[src/rtl/mips_pkg.sv]
// mips_pkg: shared definitions for the MIPS pipeline hazard controller.
// Contents:
//   hz_state_t       - controller FSM states (RUN, DRAIN, HALTED)
//   DRAIN_CYCLES_DEF - default number of cycles needed to empty EX/MEM/WB
//   REG_ZERO         - architectural register $zero (never a real hazard)
//   drain_cnt_bits   - width needed for a drain counter loaded with cycles-1
package mips_pkg;

  typedef enum logic [1:0] {
    RUN    = 2'd0,
    DRAIN  = 2'd1,
    HALTED = 2'd2
  } hz_state_t;

  localparam int DRAIN_CYCLES_DEF = 3;
  localparam int REG_ZERO         = 0;

  // The counter holds at most cycles-1; keep at least one bit so a
  // single-cycle drain still has a legal vector width.
  function automatic int drain_cnt_bits(input int cycles);
    return (cycles < 2) ? 1 : $clog2(cycles);
  endfunction

endpackage

[src/rtl/hazard_ctrl_if.sv]
// hazard_ctrl_if: bundle of pipeline-side signals seen by the hazard controller.
// Inputs to the controller (i_*):
//   i_id_rs, i_id_rt    - source registers of the instruction in ID
//   i_ex_rt             - destination register of the instruction in EX
//   i_ex_mem_read       - EX instruction is a load
//   i_ex_branch_taken   - branch/jump resolved taken in EX
//   i_id_halt           - HALT decoded in ID
//   i_step_mode, i_step - debug single-step enable and advance pulse
// Outputs from the controller (o_*):
//   o_pc_write, o_ifid_write   - PC and IF/ID register enables
//   o_ifid_flush, o_idex_flush - bubble insertion into IF/ID and ID/EX
//   o_pipe_en                  - enable for ID/EX, EX/MEM, MEM/WB
//   o_halted                   - pipeline drained and stopped
//   o_stall_cnt                - saturating load-use stall counter
// modport master: pipeline/testbench side; modport slave: the controller.
interface hazard_ctrl_if #(
  parameter int RBITS   = 5,
  parameter int CNTBITS = 16
);

  logic [RBITS-1:0]   i_id_rs;
  logic [RBITS-1:0]   i_id_rt;
  logic [RBITS-1:0]   i_ex_rt;
  logic               i_ex_mem_read;
  logic               i_ex_branch_taken;
  logic               i_id_halt;
  logic               i_step_mode;
  logic               i_step;
  logic               o_pc_write;
  logic               o_ifid_write;
  logic               o_ifid_flush;
  logic               o_idex_flush;
  logic               o_pipe_en;
  logic               o_halted;
  logic [CNTBITS-1:0] o_stall_cnt;

  modport master (
    output i_id_rs, i_id_rt, i_ex_rt, i_ex_mem_read, i_ex_branch_taken,
           i_id_halt, i_step_mode, i_step,
    input  o_pc_write, o_ifid_write, o_ifid_flush, o_idex_flush, o_pipe_en,
           o_halted, o_stall_cnt
  );

  modport slave (
    input  i_id_rs, i_id_rt, i_ex_rt, i_ex_mem_read, i_ex_branch_taken,
           i_id_halt, i_step_mode, i_step,
    output o_pc_write, o_ifid_write, o_ifid_flush, o_idex_flush, o_pipe_en,
           o_halted, o_stall_cnt
  );

endinterface

[src/rtl/hazard_detect.sv]
// hazard_detect: combinational load-use hazard comparator.
// Ports:
//   ex_mem_read - EX instruction is a load
//   ex_rt       - load destination register in EX
//   id_rs/id_rt - source registers of the instruction in ID
//   load_use    - ID instruction needs the load result before it exists
module hazard_detect
  import mips_pkg::*;
#(
  parameter int RBITS = 5
) (
  input  logic             ex_mem_read,
  input  logic [RBITS-1:0] ex_rt,
  input  logic [RBITS-1:0] id_rs,
  input  logic [RBITS-1:0] id_rt,
  output logic             load_use
);

  // A load into $zero writes nothing, so it can never feed a consumer.
  always_comb begin
    load_use = ex_mem_read
             && (ex_rt != RBITS'(REG_ZERO))
             && ((ex_rt == id_rs) || (ex_rt == id_rt));
  end

endmodule

[src/rtl/hazard_ctrl.sv]
// hazard_ctrl: pipeline hazard, HALT-drain and single-step controller.
// Ports:
//   i_clk   - single clock, all state on the rising edge
//   i_rst_n - asynchronous active-low reset
//   bus     - hazard_ctrl_if.slave carrying ID/EX hazard inputs, debug
//             step controls, and the pipeline enable/flush outputs
// Parameters: RBITS (register address width), CNTBITS (stall counter
// width), DRAIN_CYCLES (cycles to empty EX/MEM/WB after HALT).
module hazard_ctrl
  import mips_pkg::*;
#(
  parameter int RBITS        = 5,
  parameter int CNTBITS      = 16,
  parameter int DRAIN_CYCLES = DRAIN_CYCLES_DEF
) (
  input  logic          i_clk,
  input  logic          i_rst_n,
  hazard_ctrl_if.slave  bus
);

  localparam int               DBITS      = drain_cnt_bits(DRAIN_CYCLES);
  localparam logic [DBITS-1:0] DRAIN_LOAD = DBITS'(DRAIN_CYCLES - 1);

  hz_state_t          state;
  hz_state_t          next_state;
  logic [DBITS-1:0]   drain_cnt;
  logic [DBITS-1:0]   drain_cnt_next;
  logic [CNTBITS-1:0] stall_cnt;
  logic               stall_inc;
  logic               halted;
  logic               load_use;
  logic               advance;
  logic               pc_write;
  logic               ifid_write;
  logic               ifid_flush;
  logic               idex_flush;
  logic               pipe_en;

  hazard_detect #(
    .RBITS(RBITS)
  ) u_detect (
    .ex_mem_read (bus.i_ex_mem_read),
    .ex_rt       (bus.i_ex_rt),
    .id_rs       (bus.i_id_rs),
    .id_rt       (bus.i_id_rt),
    .load_use    (load_use)
  );

  // In step mode the whole controller is frozen except on step pulses.
  always_comb begin
    advance = !bus.i_step_mode || bus.i_step;
  end

  // State register, drain counter, stall counter and registered halt flag.
  always_ff @(posedge i_clk or negedge i_rst_n) begin
    if (!i_rst_n) begin
      state     <= RUN;
      drain_cnt <= '0;
      stall_cnt <= '0;
      halted    <= 1'b0;
    end else begin
      state     <= next_state;
      drain_cnt <= drain_cnt_next;
      halted    <= (next_state == HALTED);
      if (stall_inc && (stall_cnt != {CNTBITS{1'b1}})) begin
        stall_cnt <= stall_cnt + 1'b1;
      end
    end
  end

  // Next-state and control outputs. Everything is forced quiet while reset
  // is asserted or when a stepped pipeline is not advancing. Branch wins over
  // load-use and HALT so wrong-path instructions are squashed, and a HALT
  // that also has a load-use hazard stalls first and is re-seen next cycle.
  always_comb begin
    next_state     = state;
    drain_cnt_next = drain_cnt;
    stall_inc      = 1'b0;
    pc_write       = 1'b0;
    ifid_write     = 1'b0;
    ifid_flush     = 1'b0;
    idex_flush     = 1'b0;
    pipe_en        = 1'b0;
    if (i_rst_n && advance) begin
      case (state)
        RUN: begin
          pc_write   = 1'b1;
          ifid_write = 1'b1;
          pipe_en    = 1'b1;
          if (bus.i_ex_branch_taken) begin
            ifid_flush = 1'b1;
            idex_flush = 1'b1;
          end else if (load_use) begin
            pc_write   = 1'b0;
            ifid_write = 1'b0;
            idex_flush = 1'b1;
            stall_inc  = 1'b1;
          end else if (bus.i_id_halt) begin
            next_state     = DRAIN;
            drain_cnt_next = DRAIN_LOAD;
          end
        end
        DRAIN: begin
          idex_flush = 1'b1;
          pipe_en    = 1'b1;
          if (drain_cnt == '0) begin
            next_state = HALTED;
          end else begin
            drain_cnt_next = drain_cnt - 1'b1;
          end
        end
        HALTED: begin
          next_state = HALTED;
        end
        default: begin
          next_state = RUN;
        end
      endcase
    end
  end

  assign bus.o_pc_write   = pc_write;
  assign bus.o_ifid_write = ifid_write;
  assign bus.o_ifid_flush = ifid_flush;
  assign bus.o_idex_flush = idex_flush;
  assign bus.o_pipe_en    = pipe_en;
  assign bus.o_halted     = halted;
  assign bus.o_stall_cnt  = stall_cnt;

endmodule

[src/flat_wrapper.sv]
// flat-port wrapper written by rule: the top's interface ports become plain ports
module hazard_ctrl_flat import mips_pkg::*;
#(
  parameter int RBITS        = 5,
  parameter int CNTBITS      = 16,
  parameter int DRAIN_CYCLES = DRAIN_CYCLES_DEF
)
  (i_clk, i_rst_n, bus_i_id_rs, bus_i_id_rt, bus_i_ex_rt, bus_i_ex_mem_read, bus_i_ex_branch_taken, bus_i_id_halt, bus_i_step_mode, bus_i_step, bus_o_pc_write, bus_o_ifid_write, bus_o_ifid_flush, bus_o_idex_flush, bus_o_pipe_en, bus_o_halted, bus_o_stall_cnt);
  hazard_ctrl_if #(.RBITS(RBITS), .CNTBITS(CNTBITS)) bus_i ();
  input  logic i_clk;
  input  logic i_rst_n;
  input wire logic [$bits(bus_i.i_id_rs)-1:0] bus_i_id_rs;
  input wire logic [$bits(bus_i.i_id_rt)-1:0] bus_i_id_rt;
  input wire logic [$bits(bus_i.i_ex_rt)-1:0] bus_i_ex_rt;
  input wire logic [$bits(bus_i.i_ex_mem_read)-1:0] bus_i_ex_mem_read;
  input wire logic [$bits(bus_i.i_ex_branch_taken)-1:0] bus_i_ex_branch_taken;
  input wire logic [$bits(bus_i.i_id_halt)-1:0] bus_i_id_halt;
  input wire logic [$bits(bus_i.i_step_mode)-1:0] bus_i_step_mode;
  input wire logic [$bits(bus_i.i_step)-1:0] bus_i_step;
  output wire logic [$bits(bus_i.o_pc_write)-1:0] bus_o_pc_write;
  output wire logic [$bits(bus_i.o_ifid_write)-1:0] bus_o_ifid_write;
  output wire logic [$bits(bus_i.o_ifid_flush)-1:0] bus_o_ifid_flush;
  output wire logic [$bits(bus_i.o_idex_flush)-1:0] bus_o_idex_flush;
  output wire logic [$bits(bus_i.o_pipe_en)-1:0] bus_o_pipe_en;
  output wire logic [$bits(bus_i.o_halted)-1:0] bus_o_halted;
  output wire logic [$bits(bus_i.o_stall_cnt)-1:0] bus_o_stall_cnt;
  assign bus_i.i_id_rs = bus_i_id_rs;
  assign bus_i.i_id_rt = bus_i_id_rt;
  assign bus_i.i_ex_rt = bus_i_ex_rt;
  assign bus_i.i_ex_mem_read = bus_i_ex_mem_read;
  assign bus_i.i_ex_branch_taken = bus_i_ex_branch_taken;
  assign bus_i.i_id_halt = bus_i_id_halt;
  assign bus_i.i_step_mode = bus_i_step_mode;
  assign bus_i.i_step = bus_i_step;
  assign bus_o_pc_write = bus_i.o_pc_write;
  assign bus_o_ifid_write = bus_i.o_ifid_write;
  assign bus_o_ifid_flush = bus_i.o_ifid_flush;
  assign bus_o_idex_flush = bus_i.o_idex_flush;
  assign bus_o_pipe_en = bus_i.o_pipe_en;
  assign bus_o_halted = bus_i.o_halted;
  assign bus_o_stall_cnt = bus_i.o_stall_cnt;
  hazard_ctrl #(.RBITS(RBITS), .CNTBITS(CNTBITS), .DRAIN_CYCLES(DRAIN_CYCLES)) u_core (.i_clk(i_clk), .i_rst_n(i_rst_n), .bus(bus_i));
endmodule
[config.mk]
export PLATFORM = sky130hd
export DESIGN_NAME = hazard_ctrl_flat
export DESIGN_NICKNAME = d
export VERILOG_FILES = /design/src/rtl/mips_pkg.sv /design/src/rtl/hazard_ctrl_if.sv /design/src/rtl/hazard_detect.sv /design/src/rtl/hazard_ctrl.sv /design/src/flat_wrapper.sv
export SDC_FILE = /design/constraint.sdc
export NUM_CORES = 1
export LEC_CHECK = 0
export CORE_MARGIN = 3
export CORE_UTILIZATION = 35
export DETAILED_ROUTE_END_ITERATION = 7
export GPL_TIMING_DRIVEN = 0
export PLACE_DENSITY = 0.69
export SETUP_SLACK_MARGIN = 0.2
export SLEW_MARGIN = 25
export SYNTH_ARGS = -nofsm -noshare
export SYNTH_HDL_FRONTEND = slang
export SYNTH_SLANG_ARGS = --single-unit
[constraint.sdc]
create_clock -name i_clk -period 2.1 [get_ports i_clk]
set_input_delay 0.21 -clock i_clk [delete_from_list [all_inputs] [get_ports i_clk]]
set_output_delay 0.21 -clock i_clk [all_outputs]
set_load 0.01 [all_outputs]
==> results of run 1 <==
registers in the layout, summed over array words and instances (netlist names):
signal,count
u_core.state,2
u_core.bus.o_stall_cnt,16
u_core.drain_cnt,2
u_core.bus.o_halted,1
stage by stage:
stage               power (mW)  cell area, um2  std cells
floorplan               0.6941            1197        127
CTS                      1.083            1812        225
global route             1.188            1943        230
finish                   1.112            1943        230
global placement        0.8538            1683        214
detailed placement      0.8722            1683        214
worst paths after layout:
check	start	to	slack, ns
worst min-delay path	i_rst_n	u_core.bus.o_halted	0.32
worst max-delay path	bus_i_ex_rt[0]	bus_o_pc_write	0.24
worst min register to register	u_core.bus.o_stall_cnt[5]	u_core.bus.o_stall_cnt[5]	0.50
max in group asynchronous	i_rst_n	u_core.bus.o_stall_cnt[2]	1.27
worst max register to register	u_core.bus.o_stall_cnt[2]	u_core.bus.o_stall_cnt[5]	0.24
min in group asynchronous	i_rst_n	u_core.drain_cnt[0]	0.49
layout by cell type (no fill, tap or decap), drive strengths merged, types with 2 or more instances in the layout:
master / n
a21oi: 2
nand2: 17
nand4: 5
xor2: 20
dlygate4sd2: 4
o21a: 3
o21ai: 3
nor4: 3
xnor2: 5
buf: 18
clkdlybuf4s15: 2
clkbuf: 7
nor3: 11
nand3: 6
and3: 2
ha: 2
clkdlybuf4s50: 23
nand2b: 2
dfrtp: 21
inv: 5
dlymetal6s2s: 7
nor2: 8
per-layer routing:
layer  global-route usage [%]  part of all wire [%]  vias to the layer above
met1                    20.20                    42                      563
met2                    28.99                    54                       31
met3                    2.253                   4.0                        0
met5                        0                     0                        -
li1                         -                     -                      559
met4                    3.430                     0                        0
power groups by stage:
stage | clock network [mW] | logic (mW) | registers (mW)
2_1_floorplan | 0 | 0.199 | 0.495
3_3_place_gp | 0 | 0.365 | 0.489
3_5_place_dp | 0 | 0.381 | 0.491
4_1_cts | 0.206 | 0.392 | 0.485
5_1_grt | 0.225 | 0.468 | 0.495
6_report | 0.203 | 0.421 | 0.488
worst max-delay path, delay by kind of cell:
kind	cells	cell delay, ns
buffers and inverters	3	0.35
AO/OA/AOI/OAI	1	0.23
AND/OR/NAND/NOR	4	0.87
repair_timing:
action | 4_1_cts | 5_1_grt
endpoints found under the hold margin | 21 | 21
cloned | 1 | 0
hold buffers | 1 | 1
pin swaps | 7 | 18
buffers inserted | 5 | 4
endpoints found under the setup margin | 24 | 18
resized for setup | 44 | 31
kinds of logic after synthesis:
| family | after synthesis | synth area share [%] |
|---|---|---|
| DFF | 21 | 43.89 |
| AOI/OAI and AO/OA | 13 | 7.419 |
| adders and majority gates | 2 | 2.090 |
| and+or+nand+nor | 58 | 24.77 |
| buffers and inverters | 8 | 3.553 |
| xor gates and xnor gates | 25 | 18.29 |
layout make-up:
cell class / instances / area (um2)
Multi-Input combinational cell: 98 / 768.2
Buffer: 3 / 37.54
Inverter: 5 / 18.77
Tap cell: 44 / 55.05
Fill cell: 284 / 1210
Clock buffer: 4 / 26.28
Sequential cell: 21 / 526.8
Timing Repair Buffer: 55 / 510.5
==> impl.org, run 1 <==
** Floorplan
- After floorplanning, the core was divided into 20 placement rows.
- From bottom edge to top edge, the die measures 64.49 um.
- I/O pins :: 44
- The floorplan step defined a die boundary enclosing 4159 um2.
- In this run the standard cell core region covers 3153 um2.
- Die span in x :: 64.49 um
- Once the floorplan was initialized, standard cells occupied 37.98% of the core.

** Timing
- The final hold violation count came to 0.
- Hold timing on the final database bottoms out at a slack of 0.3213 ns.
- Number of endpoints failing setup at the final stage :: 0
- Max-slew violation total from the final report :: 0
- RSZ-0062 raised after global routing :: true
- For the pin with the worst max-slew slack, the measured transition is 0.5493 ns.
- Post-route worst setup slack :: 0.2377 ns
- For the final routed database, the setup TNS stands at 0 ns.
- Layout Skew :: 0.004850 ns
- Shortest clock period the worst path allows after layout :: 1.862 ns
- In this run the tightest slew margin relative to its limit is 63.29%.
- Achievable frequency :: 537.0 MHz
- Period utilisation layout :: 88.68%

** Synthesis
- Top post-synthesis cells by area :: sky130_fd_sc_hd__dfrtp_1 44%, sky130_fd_sc_hd__xor2_1 15%, sky130_fd_sc_hd__nand2_1 5.3%
- Synthesized net count :: 151
- The netlist uses 30 different library cells.
- Post-synthesis instance area :: 1197 um2
- Counting flops and latches in the post-synthesis netlist gives 21.
- Yosys mapped a number of flops with a built-in enable equal to 0.
- The commonest cells after synthesis are 21 x sky130_fd_sc_hd__dfrtp_1, 20 x sky130_fd_sc_hd__xor2_1, 17 x sky130_fd_sc_hd__nand2_1.
- Of the synthesized area, sequential elements account for 43.89%.
- Gate count after technology mapping :: 127
- Yosys instantiated no cell more often than sky130_fd_sc_hd__dfrtp_1.
- YS warnings :: 0
- In the synthesized netlist the async set-or-reset flop fraction comes to 100.0%.
- The most used flip-flop cell after synthesis is sky130_fd_sc_hd__dfrtp_1.
- Cell type with the highest aggregate area in the netlist :: sky130_fd_sc_hd__dfrtp_1
- Mean instance size in the synthesized netlist :: 9.428 um2
- Fraction of synthesized cell area taken by the top area cell type :: 43.89%

** Drt
- Routed wire per std cell :: 14.37 um
- For this run, design rule violations remaining after detail routing come to 0.
- The first detailed-routing pass ran for 4 iterations.
- Detailed routing inserted a total of 1153 vias.
- Routed wire length :: 3305 um
- The detailed router finished its first iteration with 62 violations.
- The detail route stage leaves a number of antenna-violating nets equal to 0.
- In the routed layout, each cell is associated on average with a via count of 5.013.

** Place
- Port buffering added 43 buffers.
- DP HPWL :: 2207 um
- Routability congestion estimate :: 0.8362
- At the placement stage, the worst setup path has a slack of -0.8725 ns.

** Clock network
- The tree is rooted in a sky130_fd_sc_hd__clkbuf_4.
- Clock latency on the worst-skew pair, taken at its later pin, is 0.31 ns.
- Number of buffers on the longest clock path :: 2
- CTS tree :: done
- After clock tree synthesis, the clock-pin slew on the worst setup and hold paths is 0.12 ns.
- For this design, the sink count on the clock tree is 21.
- Number of buffers added by the clock tree synthesis step :: 3
- Level count of the clock H-tree :: 1

** Global route
- Global routing consumed, over all layers together, 16.02% of the routing resources.
- First-pass GRT wire length :: 5471 um
- Maximum number of pins on one net before global-route repair :: 22
- For this run the aggregate overflow at the end of global routing stands at 0.
- Via count of the first global-routing pass :: 1168
- The number of antenna violations at the first check in global routing was 0.

** Setup path
- On the critical path, the stage with the largest delay is an instance of sky130_fd_sc_hd__or4_1.
- For the worst setup path, the data required time is 1.89 ns.
- For this run, the slowest stage of the critical path takes 0.54 ns.
- Worst Path Arrival :: 1.65 ns
- Startpoint class of the critical path :: input pin
- Along the worst path, the maximum fanout reaches 3.
- The worst setup path is of the input pin to output port kind.
- The worst register-to-register path has a depth of 7.
- STA classifies the critical path endpoint as an output port.
- Traced cell by cell, the critical path runs through clkbuf_2, or4_1, o21a_1, nand2b_4, nor2_1, nor3_2, buf_4, buf_6.

** Pwr
- In this run the static leakage power is 1.016 nW.
- Logic pwr share :: 37.8%
- Power spread over the standard cell area amounts to 572.1 nW/um2.
- Maximum resistive drop on vdd :: 0.0004159 V
- Of the total power, the share spent switching nets is 32.61%.
- Switching pwr :: 362.5 uW
- Relative contribution of sequential cells to total power :: 43.9%
- The internal power of the cells totals 749.1 uW.
- Per report_power, the clock group accounts for 18.2% of the total.

** Finish
- Cells fill 61.63% of the core in the end.
- Count of inserted antenna diode cells :: 0
- Layout cells sized above 1 :: 24.19%
- Post-layout net count :: 211
- Relative area change from synthesis to final layout :: 62.28%

** Run status
- The flow ran to the end, and the final reports show no timing, DRC or antenna violations.

** Job
- Maximum capacitance violations :: 0

** Hold path
- Min-Delay Path Class :: input pin to flip-flop
- Along the worst hold path, the cell count comes to 3.
Note: power is estimated with default switching activity, not from simulation.
==> inputs of run 2 (changes only) <==
--- a/config.mk
+++ b/config.mk
@@ -5,7 +5,7 @@
 export SDC_FILE = /design/constraint.sdc
 export NUM_CORES = 1
 export LEC_CHECK = 0
-export CORE_MARGIN = 3
+export CORE_MARGIN = 4
 export CORE_UTILIZATION = 35
 export DETAILED_ROUTE_END_ITERATION = 7
 export GPL_TIMING_DRIVEN = 0
==> run 2 against run 1 <==
  * Clock-buffer cell count unchanged
  * Non-clock buffer count grew 4
  * Critical endpoint is now u_core.bus.o_stall_cnt[5]
  * Sequential power about the same
  * Final area is 2.2% higher
  * Largest power group unchanged
  * Die area rose by 6.3%
  * Register-to-register slack about the same
  * Global-route usage shrank 1.2 points
  * Via count about the same
==> impl.org, run 2 (synthesis gave the netlist of run 1 again) <==
** Finish
- The flip-flop count of the largest register after layout is 16 (unchanged).
- Leaving out fill and tap cells, the most frequent cell in the layout is sky130_fd_sc_hd__clkdlybuf4s50_1.
- The final core utilization came to 62.98% (+1.3 points).
- The post-layout net count was 215 (+1.9%).
- Relative area change from synthesis to final layout :: 65.83%
- The count of antenna diodes in the layout was 0 (unchanged).
- The layout cell share with drive strength beyond 1 was 28.42% (+4.2 points).
- In the layout the commonest cells are 23 x sky130_fd_sc_hd__clkdlybuf4s50_1, 20 x sky130_fd_sc_hd__xor2_1, 19 x sky130_fd_sc_hd__dfrtp_1.
- Post-layout instance count excluding filler cells :: 234 (+1.7%)

** Floorplan
- Die span in x :: 66.49 um (+3.1%)
- The total number of placement rows came to 20 (unchanged).
- The floorplan core area came to 3153 um2 (unchanged).
- I/O pins :: 44 (unchanged)
- The die area came to 4421 um2 (+6.3%).
- Die Y-Extent :: 66.49 um (+3.1%)
- The initial cell density of the core is 37.98% (unchanged).

** Timing
- Max-slew violation total from the final report :: 0 (unchanged)
- The measured slew at the worst slew-check pin came to 0.5523 ns (+0.002957 ns).
- Shortest clock period the worst path allows after layout :: 1.849 ns (-0.01350 ns)
- The worst hold slack across all endpoints is 0.2913 ns (-0.03001 ns).
- Max-slew headroom at the worst pin :: 63.09% (-0.20 points)
- The maximum clock rate was 540.9 MHz (+0.73%).
- Final Hold Fails :: 0 (unchanged)
- Number of endpoints failing setup at the final stage :: 0 (unchanged)
- RSZ-0062 raised after global routing :: true
- The share of the clock period used by the worst path came to 88.04% (-0.64 points).
- The worst-case clock skew is 0.004265 ns (-0.0005852 ns).
- Post-route worst setup slack :: 0.2512 ns (+0.01350 ns)

** Setup path
- The worst setup path is launched from a flip-flop.
- STA classifies the critical path endpoint as a flip-flop.
- Largest fanout on the critical path :: 8 (+5)
- Reg-to-reg slack, setup :: 0.25 ns (about the same)
- Worst Path Required :: 2.33 ns (+0.44 ns)
- Worst Path Arrival :: 2.08 ns (+0.43 ns)
- Setup Crit Path Kind :: flip-flop to flip-flop

** Drt
- Detailed router's first-iteration violation count :: 40 (-35%)
- The count of vias placed by the detailed router was 1152 (-0.087%).
- Routed wire length :: 3334 um (+0.88%)
- The average routed wire per standard cell is 14.25 um (-0.85%).
- The number of search-and-repair iterations in the first detailed-routing pass is 4 (unchanged).
- Detailed-route DRC error count :: 0 (unchanged)
- Routed Antenna Nets :: 0 (unchanged)
- Routed via count divided by cell count :: 4.923 (-1.8%)

** Place
- The post-placement worst setup slack came to -0.8842 ns (-0.01177 ns).
- Count of buffers inserted at the top-level ports :: 43 (unchanged)
- The final RePlAce weighted congestion is 0.8069 (-3.5%).
- DP HPWL :: 2164 um (-2.0%)
- The placed cell count was 214 (unchanged).

** Clock network
- Number of clock sinks :: 21 (unchanged)
- CTS tree :: done
- The tree is rooted in a sky130_fd_sc_hd__clkbuf_4.
- The clock tree buffer depth came to 2 (unchanged).
- The clock insertion delay at the later pin of the skew report was 0.31 ns (about the same).
- Number of buffers added by the clock tree synthesis step :: 3 (unchanged)
- Clock transition at the registers of the reported paths :: 0.12 ns (about the same)
- The total number of H-tree levels came to 1 (unchanged).

** Global route
- Antenna violations before repair :: 0 (unchanged)
- Overflow left after global routing :: 0 (unchanged)
- Maximum number of pins on one net before global-route repair :: 22 (unchanged)
- First-pass GRT wire length :: 5154 um (-5.8%)
- Via count of the first global-routing pass :: 1169 (+0.086%)
- The total global-route track usage came to 14.82% (-1.2 points).

** Pwr
- The total power per unit cell area was 550.5 nW/um2 (-3.8%).
- Share of power burned in the clock network :: 18.4% (+0.2 points)
- The internal power component came to 742.2 uW (-0.91%).
- The total leakage power came to 1.052 nW (+3.6%).
- Maximum resistive drop on vdd :: 0.0004816 V (+16%)
- The sequential fraction of design power was 44.6% (+0.7 points).
- Power after layout :: 1.093 mW (-1.7%)
- Sw Share :: 32.09% (-0.52 points)
- The total net switching power is 350.8 uW (-3.2%).
- Logic pwr share :: 37.0% (-0.8 points)

** Run status
- Run status :: complete, no violations

** Hold path
- Min-Delay Path Class :: input pin to flip-flop

** Job
- Maximum capacitance violations :: 0 (unchanged)
==> run 2: cell count changes in the layout (fill, tap and decap cells not counted), sizes merged <==
cell / change
dlymetal6s2s: +2
clkdlybuf4s15: -2
buf: +6
dlygate4sd2: -1
clkbuf: -1
==> run 2: repair_timing <==
item	CTS	global route
buffers inserted	5	8
hold buffers	1	1
pin swaps	9	20
resized for setup	45	38
hold endpoints to repair	21	21
cloned	1	0
setup endpoints to repair	24	18
==> run 2: final timing paths <==
kind / start / to / cells past startpoint
worst max-delay path: u_core.state[0] / u_core.bus.o_stall_cnt[5] / 8
worst min-delay path: i_rst_n / u_core.bus.o_halted / 3
worst max register to register: u_core.state[0] / u_core.bus.o_stall_cnt[5] / 8
worst min register to register: u_core.bus.o_stall_cnt[15] / u_core.bus.o_stall_cnt[15] / 1
max in group asynchronous: i_rst_n / u_core.bus.o_stall_cnt[0] / 3
min in group asynchronous: i_rst_n / u_core.drain_cnt[1] / 3
==> run 2: area by class of cell <==
cell class	count	area, um2
buffer	3	33.78
clock buffer	4	26.28
fill	280	1167
inverter	5	18.77
multi-input combinational	98	775.7
sequential	21	528.0
tap	44	55.05
timing repair buffer	59	548.0
==> run 2: per-stage QoR <==
step	instance area, um2	setup TNS [ns]
global placement	1683	-13.21
global route	1986	0
CTS	1837	0
floorplan	1197	0
finish	1986	0
detailed placement	1683	-13.96
==> run 2: power groups by stage <==
stage | registers [mW] | logic (mW) | clock network, mW
after floorplan | 0.495 | 0.199 | 0
after global placement | 0.489 | 0.366 | 0
after detailed placement | 0.490 | 0.375 | 0
after CTS | 0.483 | 0.379 | 0.207
after global routing | 0.495 | 0.453 | 0.226
final | 0.488 | 0.404 | 0.201
==> run 2: layer usage <==
| layer | routed length [um] | global-route usage, % |
|---|---|---|
| met1 | 1481 | 18.69 |
| met2 | 1694 | 27.01 |
| met3 | 157 | 3.204 |
| met4 | 0 | 0.7614 |
| met5 | 0 | 0 |
==> run 2: worst max-delay path, cell delays in order, from the launching register on <==
cell and delay, ns:
sky130_fd_sc_hd__dfrtp_1 0.39, sky130_fd_sc_hd__buf_6 0.14, sky130_fd_sc_hd__nor2_4 0.08, sky130_fd_sc_hd__o2111a_1 0.23, sky130_fd_sc_hd__nand2_2 0.07, sky130_fd_sc_hd__or3_4 0.35, sky130_fd_sc_hd__buf_6 0.15, sky130_fd_sc_hd__nor3_4 0.17
sky130_fd_sc_hd__xor2_1 0.18
